--- config.mk ---
export PLATFORM = sky130hd
export DESIGN_NAME = life_scan_reader
export DESIGN_NICKNAME = d
export VERILOG_FILES = /design/src/rtl/life_scan_reader.sv
export SDC_FILE = /design/constraint.sdc
export NUM_CORES = 1
export LEC_CHECK = 0
export BUFFER_PORTS_ARGS = -buffer_cell sky130_fd_sc_hd__buf_4
export CORE_MARGIN = 2
export CORE_UTILIZATION = 40
export CTS_CLUSTER_DIAMETER = 80
export CTS_CLUSTER_SIZE = 16
export DETAILED_ROUTE_END_ITERATION = 8
export SYNTH_ARGS = -nofsm -noshare
export SYNTH_HDL_FRONTEND = slang
export SYNTH_SLANG_ARGS = --single-unit
--- constraint.sdc ---
create_clock -name clk -period 1.4 [get_ports clk]
set_input_delay 0.14 -clock clk [delete_from_list [all_inputs] [get_ports clk]]
set_output_delay 0.14 -clock clk [all_outputs]
set_load 0.02 [all_outputs]
--- src/rtl/life_scan_reader.sv ---
// Unloads the life_cell scan chain tail-first and packs the serial stream into
// WORD-bit words offered on a valid/ready port; optional recirculation preserves the board.
//
// state   | meaning
// --------+-----------------------------------------------------------
// IDLE    | chain frozen, waiting for start
// SHIFT   | scan=1, one cell per edge captured into data[bitcnt]
// PRESENT | chain frozen, word offered until data_ready
// DONE    | one-cycle done pulse, then back to IDLE
module life_scan_reader #(
  parameter int CELLS = 64,
  parameter int WORD  = 8
) (
  input  logic            clk,
  input  logic            reset,
  input  logic            start,
  input  logic            recirc,
  input  logic            chain_tail,
  output logic            scan,
  output logic            scan_val,
  output logic            gen_hold,
  output logic            busy,
  output logic [WORD-1:0] data,
  output logic            data_valid,
  input  logic            data_ready,
  output logic            data_last,
  output logic            done
);

  localparam int NWORDS = CELLS / WORD;
  localparam int BW     = (WORD > 1) ? $clog2(WORD) : 1;
  localparam int WW     = (NWORDS > 1) ? $clog2(NWORDS) : 1;
  localparam logic [BW-1:0] BIT_LAST  = BW'(WORD - 1);
  localparam logic [WW-1:0] WORD_LAST = WW'(NWORDS - 1);

  typedef enum logic [1:0] {
    S_IDLE    = 2'd0,
    S_SHIFT   = 2'd1,
    S_PRESENT = 2'd2,
    S_DONE    = 2'd3
  } state_t;

  state_t          state, state_nx;
  logic [BW-1:0]   bitcnt, bitcnt_nx;
  logic [WW-1:0]   wordcnt, wordcnt_nx;
  logic [WORD-1:0] data_nx;

  always_ff @(posedge clk) begin
    if (!reset) begin
      state   <= S_IDLE;
      bitcnt  <= '0;
      wordcnt <= '0;
      data    <= '0;
    end else begin
      state   <= state_nx;
      bitcnt  <= bitcnt_nx;
      wordcnt <= wordcnt_nx;
      data    <= data_nx;
    end
  end

  always_comb begin
    state_nx   = state;
    bitcnt_nx  = bitcnt;
    wordcnt_nx = wordcnt;
    data_nx    = data;
    case (state)
      S_IDLE: begin
        if (start) begin
          state_nx   = S_SHIFT;
          bitcnt_nx  = '0;
          wordcnt_nx = '0;
        end
      end
      S_SHIFT: begin
        // tail value is sampled before this edge advances the chain
        data_nx[bitcnt] = chain_tail;
        if (bitcnt == BIT_LAST) begin
          state_nx = S_PRESENT;
        end else begin
          bitcnt_nx = bitcnt + 1'b1;
        end
      end
      S_PRESENT: begin
        if (data_ready) begin
          if (wordcnt == WORD_LAST) begin
            state_nx = S_DONE;
          end else begin
            state_nx   = S_SHIFT;
            wordcnt_nx = wordcnt + 1'b1;
            bitcnt_nx  = '0;
          end
        end
      end
      S_DONE: begin
        state_nx = S_IDLE;
      end
      default: begin
        state_nx = S_IDLE;
      end
    endcase
  end

  assign scan       = (state == S_SHIFT);
  assign scan_val   = recirc ? chain_tail : 1'b0;
  assign busy       = (state != S_IDLE);
  assign gen_hold   = busy;
  assign data_valid = (state == S_PRESENT);
  assign data_last  = (state == S_PRESENT) && (wordcnt == WORD_LAST);
  assign done       = (state == S_DONE);

endmodule

* Word level (Yosys, flattened, before mapping)
Cells that the tools add are included.
W data, S select, Z words.
** Word-level totals
- Logic and storage cells :: 44
- Bits of input ports :: 6
- Register bits :: 16
- Output and inout bits :: 15
** Cells by class
- Multiplexer cells :: 17
- Reductions and logical operators :: 9
- $lt $le $gt $ge :: 2
- $add $sub $neg :: 2
- Equality and inequality tests :: 10
** Operator list (number)
- $mux W3 :: 6
- $pmux W3 S3 :: 1
- $bwmux W8 :: 1
- $mux W2 :: 4
- $pmux W2 S4 :: 1
- $add A3 B1 Y3 const B :: 2
- $eq A3 B3 Y1 const B :: 2
- $ne A2 B2 Y1 const B :: 3
- $pmux W3 S2 :: 1
- $reduce_and A5 Y1 :: 1
- $eq A2 B2 Y1 const B :: 2
- $lt A3 B4 Y1 const B :: 1
- $ne A2 B1 Y1 const B :: 2
- $reduce_and A4 Y1 :: 1
- $reduce_bool A2 Y1 :: 2
- $demux W1 S3 :: 1
- $ge A3 B1 Y1 const B :: 1
- $reduce_and A3 Y1 :: 1
- $reduce_bool A3 Y1 :: 1
- $eq A2 B1 Y1 const B :: 1
- $logic_and A1 B1 Y1 :: 2
- $logic_not A2 Y1 :: 1
- $mux W1 :: 2

* Logic depth before layout (Yosys ltp)
- Depth in word-level cells :: 5
- Gate-level depth with buffers :: 6

* Least setup slack after synthesis
No wires, ideal clock.
- Path type :: register to register
- From :: reg bitcnt[0]
- To :: reg bitcnt[2]
- Cell stages (with the launch flop) :: 7
- Period minus slack after synthesis :: 1.471 ns
- Path slack :: -0.071 ns
- Library setup time :: 0.126 ns
- Arrival time :: 1.345 ns
- Path through :: dfxtp_1 > ha_1 > ha_1 > or3b_1 > buf_6 > nand3_2 > o22ai_2
** Between the ends
- Cells in the longest elaborated chain, start to end :: 3
** RTL lines
- start: declaration :: line 44 : logic [BW-1:0] bitcnt, bitcnt_nx;
- start signal: assignment :: line 56 : bitcnt <= bitcnt_nx;
- $add A3 B1 Y3 / $eq A3 B3 Y1 (equally long branches) :: line 81, 78
- $mux W3 / $ne A2 B2 Y1 (equally long branches)
- $pmux W3 S3 / $reduce_and A5 Y1 (equally long branches)
Parallel ways exist; a longest one is shown, timed or not. The select of a mux whose other input is x is not followed.
A chain may end at the register's enable or synchronous reset.

* Worst setup path in the final report
- From :: reg bitcnt[0]
- To :: reg bitcnt[1]
The elaborated chain is that of the path after synthesis.

==> reports/qor.json <==
{
  "status": "finished, final reports clean",
  "first_global_vias": 646,
  "p_sw_share_pct": 25.15,
  "nNetsFinal": 124,
  "setup_viol_count_final": 0,
  "cts_made_buffers": 3,
  "intPower_mw": 0.6883,
  "via_count": 694,
  "timing.critical_path.required_ns": 1.57,
  "wirelength_mm": 1.572,
  "post-place-cells": 135,
  "layoutNonFillerInstCount": 140,
  "synth.lib_cells_used.distinct": 32,
  "clockRootBuffer": "sky130_fd_sc_hd__clkbuf_4",
  "timing.critical_path.slowest_stage_cell": "sky130_fd_sc_hd__or3b_4",
  "cts_tree": "done",
  "grt_util_all_layers_pct": 13.43,
  "port_buffers": 20,
  "postSynthRegisterBits": 16,
  "rows": 16,
  "final.setup_skew_ns": 0.007539,
  "grt_overflow_total": 0,
  "placed_area_um2": 1082,
  "route.detailed.vias_per_inst": 4.957,
  "worstSetupStartpointType": "register",
  "post_synth_instance_area_um2": 865.8,
  "largest_net_degree_at_the_start_of_global_routing": 24,
  "die_width_um": 50.53,
  "finish.instance_area_um2": 1176,
  "grt_antenna_before_repair": 0,
  "detailedPlacementHpwl_mm": 1.138,
  "grt_pass1_wl_mm": 2.656,
  "synthCells": 90,
  "worst_ir_drop_vdd_mv": 0.6572,
  "max-cap-violations": 0,
  "final_hold_viol_count": 0,
  "floorplan.die_area_um2": 2553,
  "drt_iter0_markers": 6,
  "worstPathCellList": "ha_4 -> ha_4 -> or3b_4 -> nand3_2 -> o22ai_2",
  "crit_end_category": "register",
  "route.detailed.drc": 0,
  "share_clk_of_total_power_pct": 33.1,
  "timing.critical_path.mode_cell": "sky130_fd_sc_hd__ha_4",
  "max-slew-margin-rel_pct": 81.54,
  "share_seq_of_total_power_pct": 50.9,
  "ys_top_cells_by_area": "sky130_fd_sc_hd__dfxtp_1 (37%), sky130_fd_sc_hd__mux2i_1 (10%), sky130_fd_sc_hd__nand2_1 (6.9%)",
  "detail_route.wl_per_cell_um": 11.23,
  "longest_clk_path_bufs": 2,
  "tightestPinTransition_ns": 0.2763,
  "worst-path-max-fanout": 7,
  "cp_data_arrival_time_ns": 1.55,
  "floorplan.initialDensity_pct": 43.25,
  "worstSkewPairLatency_ns": 0.28,
  "rsz0062_at_grt": "yes",
  "cts.sinks": 16,
  "flow.area_growth_from_synthesis_pct": 35.84,
  "post-route-period-util_pct": 98.44,
  "mappedNetlistNets": 100,
  "p_leak_nw": 0.4991,
  "ctsHtreeMaxLevel": 1,
  "crit_path_max_incr_delay_ns": 0.43,
  "first_pass_iters": 4,
  "switchingPower_mw": 0.2313,
  "layout.filler_cells": 189,
  "insertedDiodeCount": 0,
  "clkSlewWorstSetupHoldPaths_ns": 0.10,
  "synthDominantAreaCellType": "sky130_fd_sc_hd__dfxtp_1",
  "finalMaxSlewViolations": 0,
  "fin_total_pwr_mw": 0.9196,
  "yosys_warnings": 0,
  "finalWorstPathRequiredPeriod_ns": 1.378,
  "floorplan.die.height_um": 50.53,
  "power.density_nw_per_um2": 781.9,
  "comb_power_share_pct": 15.9,
  "share_of_post_route_cells_with_drive_strength_above_1_pct": 47.79,
  "avgSynthCellArea_um2": 9.620,
  "clock.fmax_ghz": 0.7256,
  "finalWeightedCongestion": 0.7344,
  "num_io_pins": 21,
  "route.antenna.remaining_nets": 0,
  "critPathKind": "reg2reg",
  "core_um2": 2002,
  "class_of_the_most_critical_hold_timing_path": "in2reg",
  "seq_area_frac_synth_pct": 36.99,
  "share_of_the_synthesized_area_in_the_top_cell_type_pct": 36.99,
  "postCtsHoldBufs": 0
}
-- Yosys cell counts --
cell type / n
sky130_fd_sc_hd__a21boi_1: 1
sky130_fd_sc_hd__a21boi_2: 1
sky130_fd_sc_hd__a21o_1: 1
sky130_fd_sc_hd__a21oi_4: 1
sky130_fd_sc_hd__and2_1: 3
sky130_fd_sc_hd__buf_2: 1
sky130_fd_sc_hd__buf_4: 3
sky130_fd_sc_hd__buf_6: 1
sky130_fd_sc_hd__clkbuf_1: 3
sky130_fd_sc_hd__dfxtp_1: 16
sky130_fd_sc_hd__ha_1: 4
sky130_fd_sc_hd__inv_1: 1
sky130_fd_sc_hd__mux2i_1: 9
sky130_fd_sc_hd__nand2_1: 16
sky130_fd_sc_hd__nand2b_1: 2
sky130_fd_sc_hd__nand3_1: 3
sky130_fd_sc_hd__nand3_2: 3
sky130_fd_sc_hd__nand3b_1: 3
sky130_fd_sc_hd__nand3b_2: 2
sky130_fd_sc_hd__nor2_1: 1
sky130_fd_sc_hd__nor2b_1: 2
sky130_fd_sc_hd__nor3b_1: 2
sky130_fd_sc_hd__nor3b_2: 1
sky130_fd_sc_hd__o211ai_1: 1
sky130_fd_sc_hd__o21ai_1: 1
sky130_fd_sc_hd__o22ai_1: 1
sky130_fd_sc_hd__o22ai_2: 2
sky130_fd_sc_hd__o311ai_1: 1
sky130_fd_sc_hd__o31ai_1: 1
sky130_fd_sc_hd__o41ai_1: 1
sky130_fd_sc_hd__or2_2: 1
sky130_fd_sc_hd__or3b_1: 1
-- worst max-delay path: cells and delay by family (launching register included) --
family	cells	cell delay [ns]
AO/OA/AOI/OAI	1	0.07
adder cells (fa/ha/maj)	2	0.31
flip-flops	1	0.36
AND/OR/NAND/NOR	2	0.54
-- registers in the layout, indices dropped and copies added (netlist names) --
signal	count
data	8
bitcnt	3
wordcnt	3
state	2
-- worst paths after layout --
| check | start | endpoint | slack (ns) | depth (start not counted) |
|---|---|---|---|---|
| worst max register to register | bitcnt[0]$_SDFFE_PN0P_ | bitcnt[1]$_SDFFE_PN0P_ | 0.02 | 5 |
| worst max-delay path | bitcnt[0]$_SDFFE_PN0P_ | bitcnt[1]$_SDFFE_PN0P_ | 0.02 | 5 |
| worst min-delay path | data_ready | state[1]$_SDFFE_PN0P_ | 0.23 | 4 |
| worst min register to register | data[4]$_SDFFE_PN0P_ | data[4]$_SDFFE_PN0P_ | 0.47 | 2 |
-- cell type report --
class	instances	area, µm²	share of cell area, %
inverters	1	3.754	0.3191
repair buffers	27	214.0	18.19
well taps	27	33.78	2.872
clock buffers	4	36.28	3.085
multi-input cells	65	555.5	47.23
flip-flops and latches	16	332.8	28.30
-- cells by family (layout without fill, tap and decap cells) --
kind of cell,after synthesis,count (layout),share of synthesized area (%)
AO/OA/AOI/OAI,12,12,12.86
adder cells (fa/ha/maj),4,4,5.781
buffers and inverters,9,32,6.213
flip-flops,16,16,36.99
multiplexers,9,9,10.41
AND/OR/NAND/NOR,40,40,27.74
-- cell usage in the layout (no fill, tap or decap), types with 2 or more instances in the layout --
cell type                  Yosys  routed
sky130_fd_sc_hd__buf_4         3      24
sky130_fd_sc_hd__nand2_1      16      16
sky130_fd_sc_hd__dfxtp_1      16      10
sky130_fd_sc_hd__mux2i_1       9       9
sky130_fd_sc_hd__ha_4          0       4
sky130_fd_sc_hd__dfxtp_2       0       4
sky130_fd_sc_hd__and2_1        3       3
sky130_fd_sc_hd__nand3_2       3       3
sky130_fd_sc_hd__nand3_1       3       3
sky130_fd_sc_hd__nand3b_1      3       3
sky130_fd_sc_hd__clkbuf_4      0       3
sky130_fd_sc_hd__buf_6         1       3
sky130_fd_sc_hd__nor3b_1       2       2
sky130_fd_sc_hd__nand2b_1      2       2
sky130_fd_sc_hd__o22ai_2       2       2
sky130_fd_sc_hd__dfxtp_4       0       2
-- stage by stage --
step / util (%) / hold slack (ns) / setup TNS, ns / setup WS, ns
final: 58.75 / 0.2294 / 0 / 0.02190
after global routing: 58.75 / 0.2164 / -0.09069 / -0.02005
after CTS: 56.75 / 0.2187 / 0 / 0.002976
after detailed placement: 54.06 / 0.4467 / -0.3980 / -0.1024
after global placement: 54.06 / 0.4450 / -0.3650 / -0.08347
after floorplan: - / 0.2869 / -0.04643 / -0.01805
-- power groups by stage --
stage / registers [mW] / logic, mW / clock network (mW)
floorplan: 0.485 / 0.0933 / 0
global route: 0.470 / 0.159 / 0.342
CTS: 0.470 / 0.139 / 0.318
finish: 0.468 / 0.146 / 0.305
global placement: 0.482 / 0.136 / 0
detailed placement: 0.482 / 0.135 / 0
-- metal layers --
metal  track usage, %  vias to the layer above  routed length, µm
met5                0                        -                  0
met4            4.054                        0                  0
met3            2.679                        0                 65
met2            24.78                       13                775
met1            15.46                      322                730
li1                 -                      359                  -
-- timing repair --
item / CTS / global route
pin swaps: 2 / 3
gates resized for setup: 8 / 7
buffers inserted: 0 / 1
setup endpoints to repair: 11 / 9
No activity file was read; power rests on OpenSTA's default activity.
